`config.mk`:
```
export PLATFORM = sky130hd
export DESIGN_NAME = text_console_writer
export DESIGN_NICKNAME = d
export VERILOG_FILES = /design/src/rtl/text_console_writer.sv
export SDC_FILE = /design/constraint.sdc
export NUM_CORES = 1
export LEC_CHECK = 0
export ABC_AREA = 1
export ABC_CLOCK_PERIOD_IN_PS = 5150
export CAP_MARGIN = 20
export CORE_ASPECT_RATIO = 1.25
export CORE_UTILIZATION = 40
export CTS_CLUSTER_DIAMETER = 80
export CTS_CLUSTER_SIZE = 24
export DETAILED_ROUTE_END_ITERATION = 8
export MAX_ROUTING_LAYER = met4
export RECOVER_POWER = 50
export SETUP_SLACK_MARGIN = 0.02
export SYNTH_ARGS = -nofsm -noshare
export SYNTH_HDL_FRONTEND = slang
export SYNTH_SLANG_ARGS = --single-unit
```
`constraint.sdc`:
```
create_clock -name i_cmd_clk -period 5.15 [get_ports i_cmd_clk]
set_input_delay 1.545 -clock i_cmd_clk [delete_from_list [all_inputs] [get_ports i_cmd_clk]]
set_output_delay 1.545 -clock i_cmd_clk [all_outputs]
set_load 0.005 [all_outputs]
```
`src/rtl/text_console_writer.sv`:
```
// Teletype-style byte stream to text-area command words.
// Tracks cursor and scroll origin; clears exposed lines and the full screen.
module text_console_writer #(
  parameter int VIS_COLS = 80,
  parameter int VIS_ROWS = 60,
  parameter int BUF_COLS = 84,
  parameter int BUF_ROWS = 64
) (
  input  logic        i_cmd_clk,
  input  logic        i_rst,
  input  logic        i_char_valid,
  input  logic [7:0]  i_char,
  input  logic [7:0]  i_attr,
  output logic        o_char_ready,
  input  logic        i_clear,
  output logic        o_busy,
  output logic [5:0]  o_cursor_row,
  output logic [6:0]  o_cursor_col,
  output logic [31:0] o_cmd_data
);

  localparam logic [3:0] S_IDLE       = 4'd0;
  localparam logic [3:0] S_PUT_CUR    = 4'd1;
  localparam logic [3:0] S_PUT_CELL   = 4'd2;
  localparam logic [3:0] S_SCROLL     = 4'd3;
  localparam logic [3:0] S_LCLR_CUR   = 4'd4;
  localparam logic [3:0] S_LCLR_CELL  = 4'd5;
  localparam logic [3:0] S_CLR_SCROLL = 4'd6;
  localparam logic [3:0] S_CCLR_CUR   = 4'd7;
  localparam logic [3:0] S_CCLR_CELL  = 4'd8;

  localparam logic [5:0] LP_RMAX = 6'(BUF_ROWS - 1);
  localparam logic [6:0] LP_CMAX = 7'(BUF_COLS - 1);
  localparam logic [6:0] LP_VMAX = 7'(VIS_COLS - 1);
  localparam logic [7:0] LP_SPC  = 8'h20;

  logic [3:0]  r_state;
  logic [31:0] r_cmd;
  logic [5:0]  r_row, r_top, r_crow;
  logic [6:0]  r_col, r_wcol, r_ccol;
  logic [7:0]  r_ch, r_attr;
  logic        r_bs;

  logic [5:0] w_nrow, w_ntop, w_bot;
  logic [6:0] w_sum;
  logic       w_scr, w_prt, w_cr, w_lf, w_bs;

  function automatic logic [5:0] f_rinc(input logic [5:0] r);
    return (r == LP_RMAX) ? 6'd0 : r + 6'd1;
  endfunction

  function automatic logic [31:0] f_cur(input logic [5:0] r,
                                        input logic [6:0] c);
    return {4'h7, 6'd0, r, 9'd0, c};
  endfunction

  function automatic logic [31:0] f_cell(input logic [7:0] a,
                                         input logic [7:0] ch);
    return {16'h8000, a, ch};
  endfunction

  function automatic logic [31:0] f_scr(input logic [5:0] t);
    return {4'h2, 19'd0, t, 3'd0};
  endfunction

  // Row just past the visible window; landing there forces a scroll.
  assign w_sum  = {1'b0, r_top} + 7'(VIS_ROWS);
  assign w_bot  = (w_sum >= 7'(BUF_ROWS)) ? 6'(w_sum - 7'(BUF_ROWS))
                                          : w_sum[5:0];
  assign w_nrow = f_rinc(r_row);
  assign w_ntop = f_rinc(r_top);
  assign w_scr  = (w_nrow == w_bot);

  assign w_prt = (i_char >= 8'h20);
  assign w_cr  = (i_char == 8'h0D);
  assign w_lf  = (i_char == 8'h0A);
  assign w_bs  = (i_char == 8'h08) && (r_col != 7'd0);

  always_ff @(posedge i_cmd_clk or posedge i_rst) begin
    if (i_rst) begin
      r_state <= S_IDLE;
      r_cmd   <= '0;
      r_row   <= '0;
      r_col   <= '0;
      r_top   <= '0;
      r_crow  <= '0;
      r_ccol  <= '0;
      r_wcol  <= '0;
      r_ch    <= '0;
      r_attr  <= '0;
      r_bs    <= 1'b0;
    end else begin
      case (r_state)
        S_IDLE: begin
          r_cmd <= '0;
          if (i_clear) begin
            r_attr  <= i_attr;
            r_crow  <= '0;
            r_ccol  <= '0;
            r_cmd   <= f_scr(6'd0);
            r_state <= S_CLR_SCROLL;
          end else if (i_char_valid) begin
            r_attr <= i_attr;
            unique case (1'b1)
              w_prt: begin
                r_ch    <= i_char;
                r_bs    <= 1'b0;
                r_wcol  <= r_col;
                r_cmd   <= f_cur(r_row, r_col);
                r_state <= S_PUT_CUR;
              end
              w_bs: begin
                r_ch    <= LP_SPC;
                r_bs    <= 1'b1;
                r_wcol  <= r_col - 7'd1;
                r_cmd   <= f_cur(r_row, r_col - 7'd1);
                r_state <= S_PUT_CUR;
              end
              w_cr: r_col <= '0;
              w_lf: begin
                r_col <= '0;
                r_row <= w_nrow;
                if (w_scr) begin
                  r_top   <= w_ntop;
                  r_ccol  <= '0;
                  r_cmd   <= f_scr(w_ntop);
                  r_state <= S_SCROLL;
                end
              end
              default: ;
            endcase
          end
        end
        S_PUT_CUR: begin
          r_cmd   <= f_cell(r_attr, r_ch);
          r_state <= S_PUT_CELL;
        end
        S_PUT_CELL: begin
          r_cmd   <= '0;
          r_state <= S_IDLE;
          if (r_bs) begin
            r_col <= r_wcol;
          end else if (r_wcol == LP_VMAX) begin
            r_col <= '0;
            r_row <= w_nrow;
            if (w_scr) begin
              r_top   <= w_ntop;
              r_ccol  <= '0;
              r_cmd   <= f_scr(w_ntop);
              r_state <= S_SCROLL;
            end
          end else begin
            r_col <= r_wcol + 7'd1;
          end
        end
        S_SCROLL: begin
          r_cmd   <= f_cur(r_row, r_ccol);
          r_state <= S_LCLR_CUR;
        end
        S_LCLR_CUR: begin
          r_cmd   <= f_cell(r_attr, LP_SPC);
          r_state <= S_LCLR_CELL;
        end
        S_LCLR_CELL: begin
          if (r_ccol == LP_CMAX) begin
            r_cmd   <= '0;
            r_state <= S_IDLE;
          end else begin
            r_ccol  <= r_ccol + 7'd1;
            r_cmd   <= f_cur(r_row, r_ccol + 7'd1);
            r_state <= S_LCLR_CUR;
          end
        end
        S_CLR_SCROLL: begin
          r_cmd   <= f_cur(r_crow, r_ccol);
          r_state <= S_CCLR_CUR;
        end
        S_CCLR_CUR: begin
          r_cmd   <= f_cell(r_attr, LP_SPC);
          r_state <= S_CCLR_CELL;
        end
        S_CCLR_CELL: begin
          if (r_ccol != LP_CMAX) begin
            r_ccol  <= r_ccol + 7'd1;
            r_cmd   <= f_cur(r_crow, r_ccol + 7'd1);
            r_state <= S_CCLR_CUR;
          end else if (r_crow != LP_RMAX) begin
            r_ccol  <= '0;
            r_crow  <= r_crow + 6'd1;
            r_cmd   <= f_cur(r_crow + 6'd1, 7'd0);
            r_state <= S_CCLR_CUR;
          end else begin
            r_row   <= '0;
            r_col   <= '0;
            r_top   <= '0;
            r_cmd   <= '0;
            r_state <= S_IDLE;
          end
        end
        default: begin
          r_cmd   <= '0;
          r_state <= S_IDLE;
        end
      endcase
    end
  end

  assign o_busy       = (r_state != S_IDLE);
  assign o_char_ready = (r_state == S_IDLE) & ~i_clear;
  assign o_cursor_row = r_row;
  assign o_cursor_col = r_col;
  assign o_cmd_data   = r_cmd;

endmodule

```
Word level (Yosys, flattened, before mapping) --
Cells that the tools add are included.
Operators by class: add/sub/neg operators 8, order comparisons 2, eq/ne operators 34, muxes and demuxes 66, bitwise logic cells 2, reduce and logical (&&, ||, !) cells 19
Operators by type and width (number):
- $pmux 32 s8 | 1
- $mux 31 | 5
- $mux 6 | 19
- $mux 7 | 16
- $pmux 31 s3 | 1
- $mux 30 | 3
- $pmux 4 s9 | 1
- $pmux 6 s3 | 2
- $pmux 7 s4 | 1
- $eq 8x4->1 const B | 3
- $ne 2x2->1 const B | 11
- $pmux 7 s3 | 1
- $add 6x1->6 const B | 3
- $eq 4x3->1 const B | 4
- $mux 8 | 2
- $pmux 8 s2 | 1
- $add 7x1->7 const B | 2
- $eq 7x7->1 const B | 2
- $pmux 7 s2 | 1
- $eq 6x6->1 const B | 2
- $mux 4 | 3
- $pmux 6 s2 | 1
- $mux 3 | 3
- $ne 3x3->1 const B | 3
- other kinds (30) | 40
Storage, ports and cells: register bits 92, input port bits 20, output and inout port bits 47, word-level logic and storage cells 142

Logic depth before layout (Yosys ltp) --
Gate-level depths: netlist of run 1.
word-level depth 9, mapped depth 14, gate-level depth less buffers 14

Least setup slack after synthesis of run 1 --
OpenSTA, ideal clock, no wires.
path kind input port to output port, from in i_clear, to out o_char_ready, arrival 1.684 ns, data required time 3.605 ns, path slack 1.921 ns, stages 1, path buffers 0, cell sequence nor2_1
On the way: word-level cells in the longest chain between the ends 2
Ends and longest elaborated chain:
- start, declared | RTL line 15 | input logic i_clear,
- $not 1->1 (no source line)
- $and 1x1->1 | RTL line 209 | assign o_char_ready = (r_state == S_IDLE) & ~i_clear;
- end, declared | RTL line 14 | output logic o_char_ready,
No other way between the ends.

Final worst setup path of run 1 --
Ends and elaborated chain as after synthesis.

==> impl_metrics.toml, run 1 <==
[status]
run_status = "complete, but fails checks"
violations = "max-capacitance violations, max-slew violations"

[placement]
dpl.cell_count = 795
portBuffers = 60
placed_cell_area_sq_um = 5406
hpwl_um = 9134
global_placement_routability_congestion = 0.9405

[synth]
asyncSetResetFlopFracSynth_pct = 100.0
synth_area_per_inst_sq_um = 7.755
simple_gate_portion_of_the_synthesized_area_pct = 31.04
synthesis.yosys.warnings = 0
synth-seq-cells = 85
synth.yosys.seq_area_share_pct = 45.26
combinational_family_with_the_most_area_after_synthesis = "simple AND/OR/NAND/NOR gates"
syn_area_sq_um = 4700
synth_compound_gate_area_share_pct = 9.132
post_synthesis_xor_xnor_area_fraction_pct = 2.982
dominantRegCellSynth = "sky130_fd_sc_hd__dfrtp_1"
synthMuxAreaShare_pct = 0.2396
ys_types = 41
post_synth_inst_count = 606
number_of_enable_type_register_cells_in_the_synthesized_netlist = 0
post_synth_fa_ha_maj_area_fraction_pct = 2.130

[power_and_ir_drop]
power_density_nw_per_um2 = 255.8
power.leakage_nw = 2.921
power.net_switching_mw = 0.3154
sequentialPowerShare_pct = 46.9
comb_power_share_pct = 4.5
max-vdd-ir-drop_v = 0.0002022
switching_share_pct = 21.50
p_int_mw = 1.152
clock_power_share_pct = 48.6

[route]
drt_pass1_iterations = 5
routed-via-count = 4126
drt.antenna.violating_nets = 0
totalWireLength_um = 11740
post_detailed_route_wirelength_per_cell_um = 14.47
via_per_inst = 5.088
starting_drc_count_in_detailed_routing = 194
drc = 0

[die]
die_width_um = 98.95
core-area_sq_um = 11240
initial_utilization_pct = 41.79
core.rowCount = 43
fp.dieH_um = 123.2
design.portCount = 67
die_area_sq_um = 12190

[critical_path]
path_cells = "dlygate4sd3_1, nor2_1, clkdlybuf4s50_1"
critical-path-max-stage-delay_ns = 0.62
startpoint_type = "input port"
critical_path_class = "in -> out"
critPathArrivalTime_ns = 2.90
slowest_stage = "sky130_fd_sc_hd__dlygate4sd3_1"
endpoint_kind = "output port"
crit_family = "buffers and inverters"
cp_buf_inv_count = 2
required_ns = 3.61
worstPathMaxFanout = 5

[grt]
antenna_found_initial = 0
vias_in_the_first_global_route = 4175
grt_use_total_pct = 21.55
grt_max_degree = 41
grt.overflow.total = 0
wire_length_of_the_first_global_routing_pass_um = 19730

[timing]
rsz_0062_raised_after_global_routing = "no"
fin_skew_ns = 0.006600
timing.slew.headroom_pct = -8.942
worst-slew-pin-transition_ns = 1.634
timing_max_transition_violations_final = 32
setup_total_neg_slack_ns = 0
final-hold-violation-count = 0
setup_viol_count_final = 0
final_period_minus_worst_setup_slack_ns = 4.443
timing.fmax_mhz = 225.1
finalCritPeriodShare_pct = 86.27

[finish]
antennaDiodeCount = 0
post_route_cell_area_sq_um = 5734
finalNonFillerCells = 811
layout-area-overhead-vs-synth_pct = 22.02
num-fill-cells = 1088
most_common_cell_after_layout_fill_and_taps_aside = "sky130_fd_sc_hd__nand2_1"
final_layout_size_suffix_gt1_share_pct = 9.172
mostFrequentLayoutCells = "sky130_fd_sc_hd__nand2_1 (160), sky130_fd_sc_hd__dfrtp_1 (85), sky130_fd_sc_hd__inv_1 (76), sky130_fd_sc_hd__nor2_1 (61), sky130_fd_sc_hd__clkdlybuf4s50_1 (53)"
nets = 699

[clock_tree]
cts_hold_repair.buffers = 0
cts_tree = "done"
cts.sink_count = 85
root_buffer = "sky130_fd_sc_hd__clkbuf_16"
htree_num_levels = 3
cts.repair.resized = 0
cts-root-to-sink-buffers = 2
worst_skew_pair.late_latency_ns = 0.34
clk_pin_slew_worst_paths_ns = 0.06
cts.repair_timing.setup_buffer_count = 0
cts_buffers = 9

[flow_run]
max_cap_viol_count = 1

[worst_hold_path]
hold_class = "reg -> reg"
[worst register-to-register path, delay by kind of cell, from the launching register on]
family                     cells  cell delay [ns]
DFF                            1             0.40
buffers and inverters          2             0.28
AOI/OAI and AO/OA              1             0.12
and+or+nand+nor                7             1.23
adders and majority gates      1             0.20
[power groups by stage]
stage / sequential [mW] / clock, mW / combinational [mW]
floorplan: 0.699 / 0 / 0.0365
CTS: 0.687 / 0.730 / 0.0685
global route: 0.688 / 0.755 / 0.0752
finish: 0.687 / 0.713 / 0.0662
detailed placement: 0.700 / 0 / 0.0682
global placement: 0.699 / 0 / 0.0671
[registers in the layout (all words and copies together), names as in the netlist]
register	count
r_attr	8
o_cursor_col	7
r_ccol	7
r_wcol	7
r_crow	6
o_cmd_data	25
r_ch	8
r_state	4
o_cursor_row	6
r_bs	1
r_top	6
[layout make-up]
cell class	count	area, sq um	area share (%)
Clock buffer	10	239.0	4.168
Clock inverter	6	92.59	1.615
Inverter	88	332.8	5.804
Multi-Input combinational cell	425	2162	37.70
Sequential cell	85	2127	37.09
Tap cell	135	168.9	2.946
Timing Repair Buffer	62	611.8	10.67
[cells by family (layout without fill, tap and decap cells)]
group / after synthesis / in the layout
flops: 85 / 85
mux: 1 / 1
fa+ha+maj: 8 / 8
xor+xnor: 16 / 16
buf+inv: 101 / 166
compound gates: 72 / 72
other cells: 1 / 6
simple gates: 322 / 322
[synthesized netlist by cell type (all sizes together) (2+ instances only)]
cell type | n | area share [%]
dfrtp | 85 | 45
ha | 8 | 2.1
o31ai | 3 | 0.48
inv | 87 | 6.9
xnor2 | 3 | 0.56
xor2 | 13 | 2.4
nor3 | 12 | 1.5
o211ai | 4 | 0.64
nand4 | 11 | 1.9
o221ai | 2 | 0.37
nor2 | 73 | 6.8
o21ai | 39 | 4.2
o22ai | 5 | 0.96
buf | 13 | 2.1
nor4 | 2 | 0.27
a21oi | 13 | 1.4
o2111ai | 3 | 0.56
nand2 | 170 | 14
nand3 | 50 | 5.6
nand3b | 2 | 0.32
[per-stage QoR]
stage / total power, mW / setup WS, ns / utilization [%] / hold WS [ns]
after floorplan: 0.7351 / 1.412 / - / 0.4419
after global placement: 0.7664 / 0.8817 / 48.08 / 0.4557
after detailed placement: 0.7680 / 0.8377 / 48.08 / 0.4565
after CTS: 1.486 / 0.8267 / 51.03 / 0.4673
after global routing: 1.519 / 0.6653 / 51.00 / 0.5081
final: 1.467 / 0.7072 / 51.00 / 0.4643
[final timing paths]
kind | startpoint | endpoint | slack [ns] | cells after the start
setup / recovery | i_clear | o_char_ready | 0.71 | 3
hold / removal | r_attr[0] | o_cmd_data[8] | 0.46 | 2
setup reg to reg | o_cursor_col[0] | o_cmd_data[1] | 2.78 | 11
hold reg to reg | r_attr[0] | o_cmd_data[8] | 0.46 | 2
max in group asynchronous | i_rst | o_cmd_data[19] | 1.49 | 3
min in group asynchronous | i_rst | r_ccol[4] | 1.74 | 2
[routing by layer]
layer	wire length, um	track usage [%]	up-vias	share of wire (%)
met5	0	-	-	0
met4	369	10.54	0	3.1
met3	362	3.957	27	3.1
met2	5874	36.36	85	50
met1	5130	24.83	1943	44
li1	-	-	2071	-
No activity file was read; power rests on OpenSTA's default activity.
==> run 2, diff against run 1 <==
--- a/config.mk
+++ b/config.mk
@@ -8,12 +8,15 @@
 export ABC_AREA = 1
 export ABC_CLOCK_PERIOD_IN_PS = 5150
 export CAP_MARGIN = 20
+export CELL_PAD_IN_SITES_DETAIL_PLACEMENT = 1
+export CELL_PAD_IN_SITES_GLOBAL_PLACEMENT = 2
 export CORE_ASPECT_RATIO = 1.25
-export CORE_UTILIZATION = 40
+export CORE_UTILIZATION = 34
 export CTS_CLUSTER_DIAMETER = 80
 export CTS_CLUSTER_SIZE = 24
 export DETAILED_ROUTE_END_ITERATION = 8
 export MAX_ROUTING_LAYER = met4
+export PLACE_DENSITY_LB_ADDON = 0.1
 export RECOVER_POWER = 50
 export SETUP_SLACK_MARGIN = 0.02
 export SYNTH_ARGS = -nofsm -noshare
==> run 2 against run 1 <==
The run still ends with max-capacitance violations, max-slew violations left. Utilization decreased by 7.8 points. First-iteration DRC count decreased by 41%. Power increased by 0.54%.
==> impl_metrics.toml, run 2 (same netlist as run 1, synthesis figures left out) <==
[status]
run_status = "complete, but fails checks"
violations = "max-capacitance violations, max-slew violations"

[critical_path]
required_ns = 3.61
worstPathMaxFanout = 5
path_cells = "dlygate4sd3_1, nor2_1, clkdlybuf4s50_1"
critPathArrivalTime_ns = 2.89
r2r.worst_path.cells = 11
crit_family = "buffers and inverters"
critical_path_class = "in -> out"
cp.depth = 3
slowest_stage = "sky130_fd_sc_hd__dlygate4sd3_1"
critical-path-max-stage-delay_ns = 0.61
cp_buf_inv_count = 2
startpoint_type = "input port"
endpoint_kind = "output port"

[grt]
vias_in_the_first_global_route = 4508
grt_max_degree = 52
grt.overflow.total = 0
antenna_found_initial = 0
grt_use_total_pct = 21.19
wire_length_of_the_first_global_routing_pass_um = 22800

[route]
drt.antenna.violating_nets = 0
routed-via-count = 4173
post_detailed_route_wirelength_per_cell_um = 15.93
totalWireLength_um = 13500
drt_pass1_iterations = 4
drc = 0
starting_drc_count_in_detailed_routing = 115
via_per_inst = 4.927

[finish]
ff_latch_area_sq_um = 2127
antennaDiodeCount = 0
num-fill-cells = 1638
final_layout_size_suffix_gt1_share_pct = 8.876
nets = 699
post_route_cell_area_sq_um = 5768
mostFrequentLayoutCells = "sky130_fd_sc_hd__nand2_1 (160), sky130_fd_sc_hd__dfrtp_1 (85), sky130_fd_sc_hd__inv_1 (76), sky130_fd_sc_hd__nor2_1 (61), sky130_fd_sc_hd__clkdlybuf4s50_1 (51)"
most_common_cell_after_layout_fill_and_taps_aside = "sky130_fd_sc_hd__nand2_1"
largest_register_ff_count = 25
multi_input_area_sq_um = 2162
layout-area-overhead-vs-synth_pct = 22.74

[clock_tree]
cts.repair_timing.setup_buffer_count = 0
cts_buffers = 9
cts.repair.resized = 0
worst_skew_pair.late_latency_ns = 0.34
cts_hold_repair.buffers = 0
htree_num_levels = 3
cts-root-to-sink-buffers = 2
root_buffer = "sky130_fd_sc_hd__clkbuf_16"
cts_tree = "done"
cts.sink_count = 85
clk_pin_slew_worst_paths_ns = 0.07

[power_and_ir_drop]
max-vdd-ir-drop_v = 0.0001820
post-layout-total-power_mw = 1.475
power_density_nw_per_um2 = 255.7
power.leakage_nw = 2.916

[placement]
placed_cell_area_sq_um = 5451
hpwl_um = 10570
global_placement_routability_congestion = 0.8488
portBuffers = 60

[worst_hold_path]
worstHoldPathCells = 2
hold_class = "reg -> reg"

[die]
core.rowCount = 47
core-area_sq_um = 13350
die_width_um = 107.2
die_area_sq_um = 14300
initial_utilization_pct = 35.20
fp.dieH_um = 133.4
design.portCount = 67

[timing]
finalCritPeriodShare_pct = 86.02
worst-slew-pin-transition_ns = 2.353
final_period_minus_worst_setup_slack_ns = 4.430
timing_max_transition_violations_final = 52
timing.slew.headroom_pct = -57.76
final-hold-violation-count = 0
rsz_0062_raised_after_global_routing = "no"
fin_skew_ns = 0.007975
setup_viol_count_final = 0
timing.fmax_mhz = 225.7
setup_total_neg_slack_ns = 0

[flow_run]
max_cap_viol_count = 1
==> run 2: cell types whose count changed in the layout (fill, tap and decap cells not counted) <==
cell,before,now
sky130_fd_sc_hd__clkdlybuf4s50_1,53,51
sky130_fd_sc_hd__dlygate4sd3_1,7,9
sky130_fd_sc_hd__clkbuf_8,1,0
sky130_fd_sc_hd__inv_8,0,1
sky130_fd_sc_hd__clkbuf_1,1,3
sky130_fd_sc_hd__buf_4,1,0
sky130_fd_sc_hd__inv_6,2,1
==> run 2: stage by stage <==
stage	std cells	hold WS (ns)	setup slack, ns	util, %
after CTS	847	0.4868	0.8365	43.27
after detailed placement	831	0.4632	0.8493	40.84
after global routing	847	0.5121	0.5149	43.21
after global placement	831	0.4551	0.8677	40.84
after floorplan	611	0.4419	1.412	-
final	847	0.4868	0.7198	43.21
==> run 2: worst paths after layout <==
kind,start,endpoint,slack (ns)
setup / recovery,i_clear,o_char_ready,0.72
hold / removal,r_ch[7],r_ch[7],0.49
setup reg to reg,o_cursor_col[0],o_cmd_data[1],2.67
hold reg to reg,r_ch[7],r_ch[7],0.49
max in group asynchronous,i_rst,r_ch[4],1.07
min in group asynchronous,i_rst,r_ccol[4],2.28
==> run 2: cell type report <==
cell class	instances	share of cell area, %
well taps	171	3.709
clock buffers	10	3.970
inverters	88	5.770
repair buffers	62	10.54
clock inverters	6	1.649
flip-flops and latches	85	36.88
multi-input cells	425	37.48
==> run 2: per-layer routing <==
layer	track usage, %	up-vias	share of wire [%]
met5	-	-	0
met4	5.860	0	1.8
met3	3.425	14	2.3
met2	36.52	57	51
met1	25.44	2041	45
li1	-	2061	-
==> run 2: power breakdown <==
part	leakage [nW]	switching, mW	internal (mW)
clock	0.151	0.290	0.431
combinational	1.77	0.0381	0.0293
sequential	0.999	0.00685	0.680
==> run 2: worst register-to-register path: stages, from the launching register on <==
cell and delay, ns:
sky130_fd_sc_hd__dfrtp_1 0.41, sky130_fd_sc_hd__inv_1 0.12, sky130_fd_sc_hd__ha_1 0.20, sky130_fd_sc_hd__nand2_1 0.09, sky130_fd_sc_hd__nor3_1 0.20, sky130_fd_sc_hd__nand2_1 0.08
sky130_fd_sc_hd__nand2_1 0.30, sky130_fd_sc_hd__nand2_1 0.24, sky130_fd_sc_hd__nand2_4 0.23, sky130_fd_sc_hd__inv_2 0.17, sky130_fd_sc_hd__nand2_1 0.18, sky130_fd_sc_hd__o2111ai_1 0.13
==> run 3, diff against run 2 <==
--- a/config.mk
+++ b/config.mk
@@ -18,6 +18,7 @@
 export MAX_ROUTING_LAYER = met4
 export PLACE_DENSITY_LB_ADDON = 0.1
 export RECOVER_POWER = 50
+export REMOVE_ABC_BUFFERS = 1
 export SETUP_SLACK_MARGIN = 0.02
 export SYNTH_ARGS = -nofsm -noshare
 export SYNTH_HDL_FRONTEND = slang
==> run 3 against run 2 <==
First-iteration DRC count fell by 17%. The run still ends with max-capacitance violations, max-slew violations left. Count of clock-buffer cells in the layout unchanged. Sequential cell count stayed put. Largest power group is now sequential cells. Largest cell class unchanged. Power decreased by 6.8%. Non-clock buffer count stayed put. Clock skew decreased by 0.0026 ns. Critical endpoint unchanged. Worst hold slack got worse by 0.0036 ns. Design area shrank 0.95%.
==> impl_metrics.toml, run 3 (same netlist as run 1, synthesis figures left out) <==
[route]
routed-via-count = 4164
drt.antenna.violating_nets = 0
drt_pass1_iterations = 4
totalWireLength_um = 13580
post_detailed_route_wirelength_per_cell_um = 16.09
via_per_inst = 4.934
starting_drc_count_in_detailed_routing = 96
drc = 0

[worst_hold_path]
worstHoldPathCells = 2
worst_hold_path.endpoint = "o_cmd_data[8]"
hold_class = "reg -> reg"
hold_path_startpoint = "r_attr[0]"

[timing]
finalCritPeriodShare_pct = 85.52
setup_total_neg_slack_ns = 0
timing_max_transition_violations_final = 48
hold-worst-slack_ns = 0.4832
worst-slew-pin-transition_ns = 2.232
setup_viol_count_final = 0
final_period_minus_worst_setup_slack_ns = 4.405
fin_skew_ns = 0.005344
timing.slew.headroom_pct = -49.59
final-hold-violation-count = 0
rsz_0062_raised_after_global_routing = "no"
timing.fmax_mhz = 227.0

[clock_tree]
worst_skew_pair.late_latency_ns = 0.34
cts.sink_count = 85
htree_num_levels = 3
cts_tree = "done"
root_buffer = "sky130_fd_sc_hd__clkbuf_16"
cts_buffers = 9
clk_pin_slew_worst_paths_ns = 0.06
cts_hold_repair.buffers = 0
cts.repair_timing.setup_buffer_count = 0
cts-root-to-sink-buffers = 2
cts.repair.resized = 0

[finish]
largest_register_ff_count = 25
antennaDiodeCount = 0
nets = 699
finalNonFillerCells = 844
layout-area-overhead-vs-synth_pct = 21.57
final_layout_size_suffix_gt1_share_pct = 8.618
finish.utilization_pct = 42.80
most_common_cell_after_layout_fill_and_taps_aside = "sky130_fd_sc_hd__nand2_1"
mostFrequentLayoutCells = "sky130_fd_sc_hd__nand2_1 (160), sky130_fd_sc_hd__dfrtp_1 (85), sky130_fd_sc_hd__inv_1 (75), sky130_fd_sc_hd__nor2_1 (61), sky130_fd_sc_hd__clkdlybuf4s50_1 (48)"

[power_and_ir_drop]
p_int_mw = 1.076
post-layout-total-power_mw = 1.375
sequentialPowerShare_pct = 50.0
power.leakage_nw = 2.905
switching_share_pct = 21.73
max-vdd-ir-drop_v = 0.0001641
power_density_nw_per_um2 = 240.6
clock_power_share_pct = 45.1
comb_power_share_pct = 4.9
power.net_switching_mw = 0.2987

[placement]
hpwl_um = 10660
global_placement_routability_congestion = 0.8387
portBuffers = 60
dpl.cell_count = 831

[die]
die_area_sq_um = 14300
die_width_um = 107.2
design.portCount = 67
initial_utilization_pct = 35.20
core-area_sq_um = 13350
core.rowCount = 47
fp.dieH_um = 133.4

[critical_path]
crit-reg2reg-capture = "o_cmd_data[1]"
worstPathMaxFanout = 5
required_ns = 3.61
endpoint_kind = "output port"
critPathArrivalTime_ns = 2.86
r2r.worst_path.cells = 11
startpoint_type = "input port"
timing.reg2reg.setup_slack_ns = 2.54
critical_path_class = "in -> out"
cp-startpoint = "i_clear"
crit-reg2reg-launch = "o_cursor_col[0]"

[grt]
grt_max_degree = 48
antenna_found_initial = 0
grt.overflow.total = 0
wire_length_of_the_first_global_routing_pass_um = 22360
grt_use_total_pct = 21.03
vias_in_the_first_global_route = 4342

[status]
violations = "max-capacitance violations, max-slew violations"
run_status = "complete, but fails checks"

[flow_run]
max_cap_viol_count = 1
## run 3: layout make-up
type	count	area, sq um
clock buffer	10	229.0
fill	1642	7636
multi-input combinational	425	2162
inverter	88	332.8
sequential	85	2127
timing repair buffer	62	608.1
tap	171	214.0
clock inverter	3	40.04
## run 3: worst max-delay path, cell delays in order
cell	delay, ns
sky130_fd_sc_hd__clkdlybuf4s50_1	0.50
sky130_fd_sc_hd__nor2_1	0.26
sky130_fd_sc_hd__clkdlybuf4s50_1	0.55
## run 3: stage by stage
| stage | setup WS, ns | instance area [sq um] |
|---|---|---|
| finish | 0.7455 | 5713 |
| global route | 0.4407 | 5713 |
| CTS | 0.7498 | 5720 |
| detailed placement | 0.7516 | 5451 |
| global placement | 0.7506 | 5451 |
| floorplan | 1.412 | 4621 |
## run 3: per-layer routing
layer	part of all wire, %	global-route usage [%]
met1	44	25.31
met4	2.9	8.600
met2	50	35.13
met3	2.6	3.082
met5	0	-
## run 3: power by group through the flow
stage | Clock (mW) | Sequential [mW] | Combinational (mW)
2_1_floorplan | 0 | 0.699 | 0.0331
3_3_place_gp | 0 | 0.699 | 0.0687
3_5_place_dp | 0 | 0.700 | 0.0698
4_1_cts | 0.641 | 0.688 | 0.0703
5_1_grt | 0.664 | 0.689 | 0.0765
6_report | 0.620 | 0.688 | 0.0671
## run 3: worst max-delay path by stage
stage	endpoint	cells after the start
6_report	o_char_ready	3
5_1_grt	r_ch[4]	3
4_1_cts	o_char_ready	3
3_5_place_dp	o_char_ready	3
3_3_place_gp	o_char_ready	3
2_1_floorplan	o_cmd_data[0]	1
